### config.mk
export PLATFORM = sky130hd
export DESIGN_NAME = btn_input_ctrl
export DESIGN_NICKNAME = d
export VERILOG_FILES = /design/src/rtl/btn_input_ctrl_pkg.sv /design/src/rtl/btn_input_ctrl_debounce.sv /design/src/rtl/btn_input_ctrl.sv
export SDC_FILE = /design/constraint.sdc
export NUM_CORES = 1
export LEC_CHECK = 0
export ABC_AREA = 1
export CAP_MARGIN = 20
export CORE_MARGIN = 2
export CORE_UTILIZATION = 55
export DETAILED_ROUTE_END_ITERATION = 6
export GPL_TIMING_DRIVEN = 0
export PLACE_DENSITY = 0.76
export SLEW_MARGIN = 20
export SYNTH_ARGS = -nofsm -noshare
export SYNTH_HDL_FRONTEND = slang
export SYNTH_SLANG_ARGS = --single-unit
### constraint.sdc
create_clock -name clk -period 2.2 [get_ports clk]
set_clock_uncertainty 0.2 [all_clocks]
set_input_delay 0.66 -clock clk [delete_from_list [all_inputs] [get_ports clk]]
set_output_delay 0.66 -clock clk [all_outputs]
set_load 0.1 [all_outputs]
### src/rtl/btn_input_ctrl_pkg.sv
// Shared encodings for the push-button front end: direction codes, debounce
// states and button bit positions within btn_held/btn_press.
package btn_input_ctrl_pkg;

  typedef enum logic [1:0] {
    DEB_IDLE            = 2'd0,
    DEB_CONFIRM_PRESS   = 2'd1,
    DEB_HELD            = 2'd2,
    DEB_CONFIRM_RELEASE = 2'd3
  } deb_state_e;

  // One-hot codes shared with the game-logic block.
  localparam logic [3:0] DIR_NONE  = 4'b0000;
  localparam logic [3:0] DIR_RIGHT = 4'b0001;
  localparam logic [3:0] DIR_UP    = 4'b0010;
  localparam logic [3:0] DIR_DOWN  = 4'b0100;
  localparam logic [3:0] DIR_LEFT  = 4'b1000;

  localparam int BTN_R   = 0;
  localparam int BTN_L   = 1;
  localparam int BTN_D   = 2;
  localparam int BTN_U   = 3;
  localparam int BTN_C   = 4;
  localparam int BTN_NUM = 5;

  // Simultaneous direction presses resolve U > D > L > R.
  function automatic logic [3:0] dir_encode(input logic [3:0] dir_press);
    if (dir_press[BTN_U])      return DIR_UP;
    else if (dir_press[BTN_D]) return DIR_DOWN;
    else if (dir_press[BTN_L]) return DIR_LEFT;
    else if (dir_press[BTN_R]) return DIR_RIGHT;
    else                       return DIR_NONE;
  endfunction

endpackage

### src/rtl/btn_input_ctrl_debounce.sv
// One button: 2-FF synchroniser, four-state debounce FSM with a shared
// confirm counter, and a single-cycle press pulse on accepted presses.
module btn_debounce
  import btn_input_ctrl_pkg::*;
#(
  parameter int DEB_CYCLES = 1_000_000,
  parameter int CNT_W      = 20
) (
  input  logic clk,
  input  logic rst,
  input  logic btn,
  output logic held,
  output logic press
);

  localparam logic [CNT_W-1:0] CNT_MAX = CNT_W'(DEB_CYCLES - 1);

  logic [1:0]       sync;
  deb_state_e       state;
  logic [CNT_W-1:0] cnt;

  // NOTE: every register here uses non-blocking assignment so the FSM sees the
  // synchroniser output from before the edge, giving a fixed two-cycle latency.
  always_ff @(posedge clk) begin
    if (!rst) begin
      sync  <= 2'b00;
      state <= DEB_IDLE;
      cnt   <= '0;
      held  <= 1'b0;
      press <= 1'b0;
    end else begin
      sync  <= {sync[0], btn};
      press <= 1'b0;
      case (state)
        DEB_IDLE: begin
          if (sync[1]) begin
            state <= DEB_CONFIRM_PRESS;
            cnt   <= '0;
          end
        end
        DEB_CONFIRM_PRESS: begin
          if (!sync[1]) begin
            state <= DEB_IDLE;
          end else if (cnt == CNT_MAX) begin
            state <= DEB_HELD;
            held  <= 1'b1;
            press <= 1'b1;
          end else begin
            cnt <= cnt + 1'b1;
          end
        end
        DEB_HELD: begin
          if (!sync[1]) begin
            state <= DEB_CONFIRM_RELEASE;
            cnt   <= '0;
          end
        end
        DEB_CONFIRM_RELEASE: begin
          // Counter saturates at CNT_MAX by construction, so no wrap case.
          if (sync[1]) begin
            state <= DEB_HELD;
          end else if (cnt == CNT_MAX) begin
            state <= DEB_IDLE;
            held  <= 1'b0;
          end else begin
            cnt <= cnt + 1'b1;
          end
        end
        default: begin
          state <= DEB_IDLE;
          held  <= 1'b0;
        end
      endcase
    end
  end

endmodule

### src/rtl/btn_input_ctrl.sv
// Button front end: five debouncers, priority direction latch with valid/ack
// handshake, and an optional centre-button pause toggle (macro BTN_PAUSE_EN).
module btn_input_ctrl
  import btn_input_ctrl_pkg::*;
#(
  parameter int DEB_CYCLES = 1_000_000,
  parameter int CNT_W      = 20
) (
  input  logic       clk,
  input  logic       rst,
  input  logic       btn_u,
  input  logic       btn_d,
  input  logic       btn_l,
  input  logic       btn_r,
  input  logic       btn_c,
  input  logic       dir_ack,
  output logic [3:0] dir_req,
  output logic       dir_valid,
  output logic [4:0] btn_held,
  output logic [4:0] btn_press,
  output logic       paused
);

  logic [BTN_NUM-1:0] btn_raw;
  logic               dir_load;
  logic [3:0]         dir_next;

  assign btn_raw = {btn_c, btn_u, btn_d, btn_l, btn_r};

  for (genvar i = 0; i < BTN_NUM; i++) begin : g_deb
    btn_debounce #(
      .DEB_CYCLES (DEB_CYCLES),
      .CNT_W      (CNT_W)
    ) u_deb (
      .clk   (clk),
      .rst   (rst),
      .btn   (btn_raw[i]),
      .held  (btn_held[i]),
      .press (btn_press[i])
    );
  end

  assign dir_next = dir_encode(btn_press[BTN_U:BTN_R]);
  assign dir_load = (|btn_press[BTN_U:BTN_R]) && !paused;

  // A press in the same cycle as dir_ack wins, so ack is only the else branch.
  always_ff @(posedge clk) begin
    if (!rst) begin
      dir_req   <= DIR_NONE;
      dir_valid <= 1'b0;
    end else if (dir_load) begin
      dir_req   <= dir_next;
      dir_valid <= 1'b1;
    end else if (dir_ack) begin
      dir_valid <= 1'b0;
    end
  end

`ifdef BTN_PAUSE_EN
  always_ff @(posedge clk) begin
    if (!rst) begin
      paused <= 1'b0;
    end else if (btn_press[BTN_C]) begin
      paused <= ~paused;
    end
  end
`else
  assign paused = 1'b0;
`endif

endmodule

## After elaboration in Yosys (flattened, before gate mapping)

Index checks and enable logic that the tools add are counted.

| word-level totals | value |
|---|---|
| output and inout bits | 16 |
| word-level logic and storage cells | 225 |
| bits in registers | 135 |
| input port bits | 8 |

| cells by class | value |
|---|---|
| $add $sub $neg | 5 |
| mux-type cells | 101 |
| equal/unequal tests | 60 |
| reductions and logical operators | 32 |

Operator list:

| cell | count |
|---|---|
| $mux W20 | 25 |
| $pmux W20 S4 | 5 |
| $add A20 B1 Y20 const B | 5 |
| $eq A20 B20 Y1 const B | 5 |
| $mux W2 | 30 |
| $ne A2 B1 Y1 const B | 20 |
| $pmux W2 S4 | 5 |
| $reduce_and A4 Y1 | 10 |
| $mux W1 | 28 |
| $reduce_and A5 Y1 | 5 |
| $eq A2 B2 Y1 const B | 10 |
| $ne A2 B2 Y1 const B | 10 |
| $ne A3 B1 Y1 const B | 5 |
| $ne A3 B3 Y1 const B | 5 |
| $reduce_and A3 Y1 | 5 |
| $mux W4 | 3 |
| $reduce_bool A2 Y1 | 6 |
| $eq A2 B1 Y1 const B | 5 |
| $logic_not A2 Y1 | 5 |
| $pmux W1 S2 | 5 |
| $reduce_or A4 Y1 | 1 |

## Depth between registers and ports, before layout

Gate-level depths: netlist of run 1.

| logic depth | value |
|---|---|
| depth after elaboration | 4 |
| depth in mapped cells | 13 |
| gate-level depth less buffers | 12 |

## Hierarchy

From an unflattened synthesis of run 1, not the netlist that was laid out.

| unflattened totals | value |
|---|---|
| cell total of the unflattened synthesis | 1243 |
| area total of the unflattened synthesis | 7933.9 µm² |

Modules (own cells, without submodules):

| module | area each (µm²) | cells an instance | times used |
|---|---|---|---|
| btn_debounce | 1542.7 | 243 | 5 |
| btn_input_ctrl | 220.2 | 28 | 1 |

## Worst setup path before layout of run 1

OpenSTA, ideal clock, no wires.

| timing path | value |
|---|---|
| kind | in2reg |
| from | input rst |
| to | register with a tool-made name |
| stages | 4 |
| data required time | 1.914 ns |
| buffers on the path | 2 |
| data arrival time | 1.523 ns |
| slack | 0.391 ns |
| cells stage by stage | clkbuf_1 > clkinv_1 > clkbuf_1 > a211oi_1 |

RTL lines:

| item | RTL line | source |
|---|---|---|
| start: declaration | btn_input_ctrl.sv:10 | `input logic rst,` |

## Final worst setup path of run 1

| timing path | value |
|---|---|
| from | register dir_req[1] |
| to | output dir_req[1] |

RTL lines:

| item | RTL line | source |
|---|---|---|
| start: declaration | btn_input_ctrl.sv:17 | `output logic [3:0] dir_req,` |
| start signal: assignment | btn_input_ctrl.sv:52 | `dir_req <= dir_next;` |

No word-level cell between the ends.

==> results of run 1 <==
==> layout by cell type (no fill, tap or decap), types with 4 or more instances in the layout <==
cell / n
nand2_1: 332
nor2_1: 209
dfxtp_1: 133
inv_1: 126
nand3_1: 89
a21oi_1: 62
nand4_1: 38
o21ai_0: 30
nor3_1: 26
buf_4: 25
xor2_1: 20
clkbuf_16: 17
buf_2: 11
o21bai_1: 10
clkbuf_1: 9
xnor2_1: 8
nand2_2: 7
buf_6: 6
inv_6: 6
clkdlybuf4s50_1: 6
inv_2: 5
or2_2: 4
clkinv_4: 4
clkdlybuf4s18_2: 4
==> power breakdown <==
part | internal, mW | switching (mW) | total [mW]
clock | 1.61 | 1.16 | 2.77
sequential | 2.46 | 0.0113 | 2.47
combinational | 0.0561 | 0.141 | 0.197
==> layer usage <==
layer  track usage [%]  wire length, um  part of all wire [%]  up-vias
met4              8.07              246                   1.4        0
met3              5.08              799                   4.5       26
li1                  -                -                     -     3841
met2              42.8             8410                    48      176
met1              32.5             8230                    47     3385
met5                 0                0                     0        -
==> worst min path at each step <==
stage               slack [ns]                   start                      to  depth (start not counted)
global route              0.24  g_deb[2].u_deb.sync[0]  g_deb[2].u_deb.sync[1]                          2
CTS                       0.23  g_deb[0].u_deb.sync[0]  g_deb[0].u_deb.sync[1]                          2
floorplan                 0.19  g_deb[0].u_deb.sync[0]  g_deb[0].u_deb.sync[1]                          2
finish                    0.23  g_deb[2].u_deb.sync[0]  g_deb[2].u_deb.sync[1]                          2
detailed placement        0.21  g_deb[0].u_deb.sync[0]  g_deb[0].u_deb.sync[1]                          2
global placement          0.20  g_deb[2].u_deb.sync[0]  g_deb[2].u_deb.sync[1]                          2
==> registers in the layout, summed over array words and instances, names as in the netlist, named ones only <==
name and cells:
dir_req 4, g_deb.u_deb.press 5, g_deb.u_deb.held 5, g_deb.u_deb.state 5, g_deb.u_deb.cnt 100, dir_valid 1, g_deb.u_deb.sync 10
==> what timing repair did <==
| item | 4_1_cts | 5_1_grt |
|---|---|---|
| hold buffers | 0 | 0 |
| setup buffers | 0 | 3 |
| cloned | 0 | 0 |
| endpoints found under the setup margin | 15 | 53 |
| resized for setup | 71 | 14 |
| hold endpoints to repair | 0 | 0 |
| pin swaps | 0 | 3 |
==> per-stage QoR <==
stage	instances	area, um2	total power, mW
finish	1416	8530	5.43
global route	1416	8530	5.61
CTS	1413	8490	5.48
detailed placement	1381	7950	2.72
global placement	1381	7950	2.72
floorplan	1184	7520	2.65
==> worst reg2reg max path: stages (launching register included) <==
cell and delay (ns):
dfxtp_2 0.36, ha_2 0.22, nand3_1 0.15, nor3_2 0.24, nand4_1 0.23, nand2_2 0.17, buf_4 0.20, nand2_1 0.08
a21oi_1 0.16
==> cell families (layout without fill, tap and decap cells) <==
kind of cell / Yosys count / after routing / synth area share [%]
AOI/OAI and AO/OA: 110 / 110 / 7.97
xor gates and xnor gates: 28 / 28 / 3.26
adders and majority gates: 5 / 5 / 0.832
buffers and inverters: 178 / 234 / 10.6
DFF: 135 / 135 / 36.0
other: 1 / 1 / 0.0499
and+or+nand+nor: 727 / 727 / 41.4
==> area by class of cell <==
class	count	area [um2]
fillers	1245	4760
multi-input cells	871	4040
flip-flops and latches	135	2710
inverters	135	512
clock buffers	18	439
plain buffers	43	284
well taps	176	220
repair buffers	24	199
clock inverters	14	138
==> flow_summary.toml, run 1 <==
[outcome]
status = "finished clean"

[sta]
worst_pin_slew_ns = 0.699
fin_crit_sh_pct = 98.2
fmax_mhz = 463
final.setup.worst_slack_ns = 0.0406
slew_headroom_pct = 52.9
fin_tns_setup_ns = 0
slew_viol_final = 0
fin_hold_ws_ns = 0.227
finalHoldViolations = 0
setup_viol = 0
layout_min_cycle_time_ns = 2.16

[pwr]
peakVddDrop_mv = 0.561
p_leak_nw = 3.08
powerDensity_nw_per_um2 = 637

[worst_setup_path]
cp_max_fo = 2
path_cells = "clkdlybuf4s18_2"
r2r_end = "g_deb[2].u_deb.cnt[10]"
crit_path_end = "dir_req[1]"
end_kind = "output pin"
worst-path-stages = 1
critPathSlowestCell = "clkdlybuf4s18_2"
crit_family = "buffers and inverters"
cp.arrival_ns = 1.30
max_stage_delay_ns = 0.54
ff2ff_path_depth = 8
startpoint = "dir_req[1]"
critPathBufInv = 1
r2r_start = "g_deb[2].u_deb.cnt[0]"
r2r_slack_ns = 0.12
crit_required_ns = 1.34
crit_path_start_kind = "flip-flop"
worstSetupPathType = "reg -> out"

[grt]
grt_max_degree = 17
grt_first_pass_wirelength_um = 30300
grt_pass1_vias = 6773
grt_overflow = 0
grt_use_total_pct = 25.4
antenna_found_initial = 0

[clock_network]
clock_latency_ns = 0.42
cts_buffers = 17
tritoncts = "yes"
root_buffer = "clkbuf_16"
h-tree-depth = 4
path_clk_slew_ns = 0.06
cts.sinks = 135
cts_buffer_depth = 2

[die]
num_rows = 42
ios = 24
die-area_um2 = 14600
die_width_um = 121
coreArea_um2 = 13300
die_h_um = 121
initial_core_util_pct = 56.5

[logic_synthesis]
synth-edff-count = 0
synth_common_cells = "nand2_1 (334), nor2_1 (209), dfxtp_1 (135)"
async_flop_share_pct = 0
ys_seq_area_share_pct = 36.0
synth_ff_type = "dfxtp_1"
synth_seq_cells = 135
yosysUniqueCellTypes = 41
synth_top_area_share_pct = 36.0
synth_area_um2 = 7520
postSynthCellCount = 1184
ys_top_cells_by_area = "dfxtp_1 (36%), nand2_1 (17%), nor2_1 (10%)"
avgSynthCellArea_um2 = 6.35
ys.warnings.count = 0
yosys.area.top_type = "dfxtp_1"
synth_most_common_cell = "nand2_1"
syn_nets = 1197

[detailed_routing]
routed_via_density = 5.25
drt_iter0_drc = 555
drt-total-wl_um = 17700
routedWlPerCell_um = 12.5
drcViolationCount = 0
via_count = 7428
ant_nets = 0
dr.pass1.iters = 7

[finish]
final_util_pct = 64.2
diodes = 0
nets = 1240
drive_above_1_share_pct = 9.84
area_growth_pct = 13.5

[place]
place_congestion = 0.954
dpl.hpwl_um = 12900
place_worst_setup_slack_ns = -0.396
port_buffers = 21

[worst_hold_path]
hp-class = "reg -> reg"

[job]
cap_viol_max_count = 0
Power figures use the tool's default switching activity.
==> run 2: changes to the inputs <==
--- a/config.mk
+++ b/config.mk
@@ -9,6 +9,7 @@
 export CAP_MARGIN = 20
 export CORE_MARGIN = 2
 export CORE_UTILIZATION = 55
+export CTS_CLUSTER_DIAMETER = 200
 export DETAILED_ROUTE_END_ITERATION = 6
 export GPL_TIMING_DRIVEN = 0
 export PLACE_DENSITY = 0.76
==> results of run 2 <==
Same layout as run 1: the final DEF is identical, and so are final timing and power.
==> run 3: changes to the inputs <==
--- a/config.mk
+++ b/config.mk
@@ -13,7 +13,6 @@
 export DETAILED_ROUTE_END_ITERATION = 6
 export GPL_TIMING_DRIVEN = 0
 export PLACE_DENSITY = 0.76
-export SLEW_MARGIN = 20
 export SYNTH_ARGS = -nofsm -noshare
 export SYNTH_HDL_FRONTEND = slang
 export SYNTH_SLANG_ARGS = --single-unit
==> results of run 3 <==
Same layout as run 1: the final DEF is identical, and so are final timing and power.
==> edit, RTL diff (settings of run 2) <==
Add an input register stage for `btn_u`, `btn_d`, `btn_l`, `btn_r` and `btn_c`, without a reset; this delays them by one clock. The other inputs are not delayed to match.
--- a/src/rtl/btn_input_ctrl.sv
+++ b/src/rtl/btn_input_ctrl.sv
@@ -21,11 +21,25 @@
   output logic       paused
 );
 
+  logic btn_u_q;
+  logic btn_d_q;
+  logic btn_l_q;
+  logic btn_r_q;
+  logic btn_c_q;
+
+  always_ff @(posedge clk) begin
+    btn_u_q <= btn_u;
+    btn_d_q <= btn_d;
+    btn_l_q <= btn_l;
+    btn_r_q <= btn_r;
+    btn_c_q <= btn_c;
+  end
+
   logic [BTN_NUM-1:0] btn_raw;
   logic               dir_load;
   logic [3:0]         dir_next;
 
-  assign btn_raw = {btn_c, btn_u, btn_d, btn_l, btn_r};
+  assign btn_raw = {btn_c_q, btn_u_q, btn_d_q, btn_l_q, btn_r_q};
 
   for (genvar i = 0; i < BTN_NUM; i++) begin : g_deb
     btn_debounce #(
Function: no difference found for any inputs over 4 cycles, from zero or initial values and one cycle with rst low; that may be too few to reach the edited logic, so the function may still have changed.
==> edit against run 2 <==
Sequential cell count rose by 5; power up 5.6%; clock power up 7.6%; cell area up 1.4%; synthesized area rose by 1.3%; routed wire length up 1.6%; worst setup slack improved by 3.7 ps; critical path depth unchanged; cell count rose by 0.21%; critical path type unchanged.
==> edit: results (changes against run 2) <==
status: "complete, no violations"  # unchanged
synth_area_leaders: "dfxtp_1, nand2_1, nor2_1"  # unchanged
postPlaceCellArea_sq_um: 8050  # was 7950 sq um
min_period_ps: 2160  # about the same
irDropWorstVdd_mv: 0.575  # was 0.561 mV
grt_use_total: 0.253  # was 0.254
drive_gt1_frac: 0.0917  # was 0.0984
place_hpwl_mm: 12.7  # was 12.9 mm
r2r_cells: 9  # was 8
timing.rr.end: "g_deb[3].u_deb.cnt[10]"  # was g_deb[2].u_deb.cnt[10]
drt_pass1_iterations: 5  # was 7
viasPerCell: 5.19  # was 5.25
syn_avg_cell_area_sq_um: 6.41  # was 6.35 sq um
routedWlPerCell_microns: 12.7  # was 12.5 microns
p_switching_mw: 1.26  # was 1.31 mW
drt-initial-drc-count: 497  # was 555
gp_congestion: 0.930  # was 0.954
syn_nets: 1202  # was 1197
wirelength_met1_mm: 8.36  # was 8.23 mm
final_cell_count_no_fill: 1419  # was 1416
crit_path_start: "dir_req[2]"  # was dir_req[1]
fillCellCount: 1233  # was 1245
fin_nets: 1243  # was 1240
met2_length_mm: 8.55  # was 8.41 mm
slowest_delay_ps: 540  # about the same
power.leakage_nw: 3.13  # was 3.08 nW
ys_seq_area_frac: 0.368  # was 0.360
synth_common_cells: "nand2_1, nor2_1, dfxtp_1"  # unchanged
crit_end: "dir_req[2]"  # was dir_req[1]
grt_pass1_wl_mm: 30.2  # was 30.3 mm
post-place-ws_ps: -353  # was -396 ps
grt_pass1_vias: 6617  # was 6773
reg2reg_from: "g_deb[3].u_deb.cnt[0]"  # was g_deb[2].u_deb.cnt[0]
met3_length_microns: 869  # was 799 microns
worst_pin_slew_ps: 602  # was 699 ps
edit: changes by cell type after synthesis:
cell / before / now
dfxtp_1: 135 / 140
edit: cell families after synthesis:
| family | after synthesis | synth area share |
|---|---|---|
| compound gates | 110 | 0.0787 |
| xor+xnor | 28 | 0.0322 |
| fa+ha+maj | 5 | 0.00821 |
| buf+inv | 178 | 0.104 |
| flops | 140 | 0.368 |
| other cells | 1 | 0.000492 |
| simple gates | 727 | 0.408 |
edit: per-layer routing:
metal,vias up,GRT usage
li1,3849,-
met3,18,0.0524
met1,3337,0.327
met4,0,0.0790
met2,164,0.425
met5,-,0
edit: how the worst min path moves through the flow:
stage          depth (start not counted)                     end  slack (ps)                    from
3_5_place_dp                           2  g_deb[4].u_deb.sync[1]         200  g_deb[4].u_deb.sync[0]
6_report                               2  g_deb[3].u_deb.sync[0]         210                 btn_u_q
2_1_floorplan                          2  g_deb[0].u_deb.sync[0]         190                 btn_r_q
5_1_grt                                2  g_deb[3].u_deb.sync[0]         230                 btn_u_q
3_3_place_gp                           2  g_deb[3].u_deb.sync[1]         200  g_deb[3].u_deb.sync[0]
4_1_cts                                2  g_deb[4].u_deb.sync[1]         210  g_deb[4].u_deb.sync[0]
edit: cell type report:
| cell class | count | area (sq um) | share of cell area |
|---|---|---|---|
| tap | 176 | 220 | 0.0254 |
| clock buffer | 22 | 474 | 0.0548 |
| inverter | 135 | 512 | 0.0591 |
| timing repair buffer | 21 | 169 | 0.0195 |
| sequential | 140 | 2800 | 0.324 |
| multi-input combinational | 872 | 4060 | 0.469 |
| clock inverter | 10 | 139 | 0.0160 |
| buffer | 43 | 283 | 0.0327 |
edit: power groups by stage:
stage                     clock network, mW  registers [mW]  logic (mW)
after global placement                    0            2.62       0.192
final                                  2.98            2.57       0.195
after CTS                              3.01            2.57       0.193
after detailed placement                  0            2.62       0.192
after floorplan                           0            2.62       0.133
after global routing                   3.13            2.57       0.215
edit: timing repair:
item | 4_1_cts | 5_1_grt
cloned | 0 | 1
endpoints found under the setup margin | 15 | 43
gates resized for setup | 70 | 15
pin swaps | 0 | 1
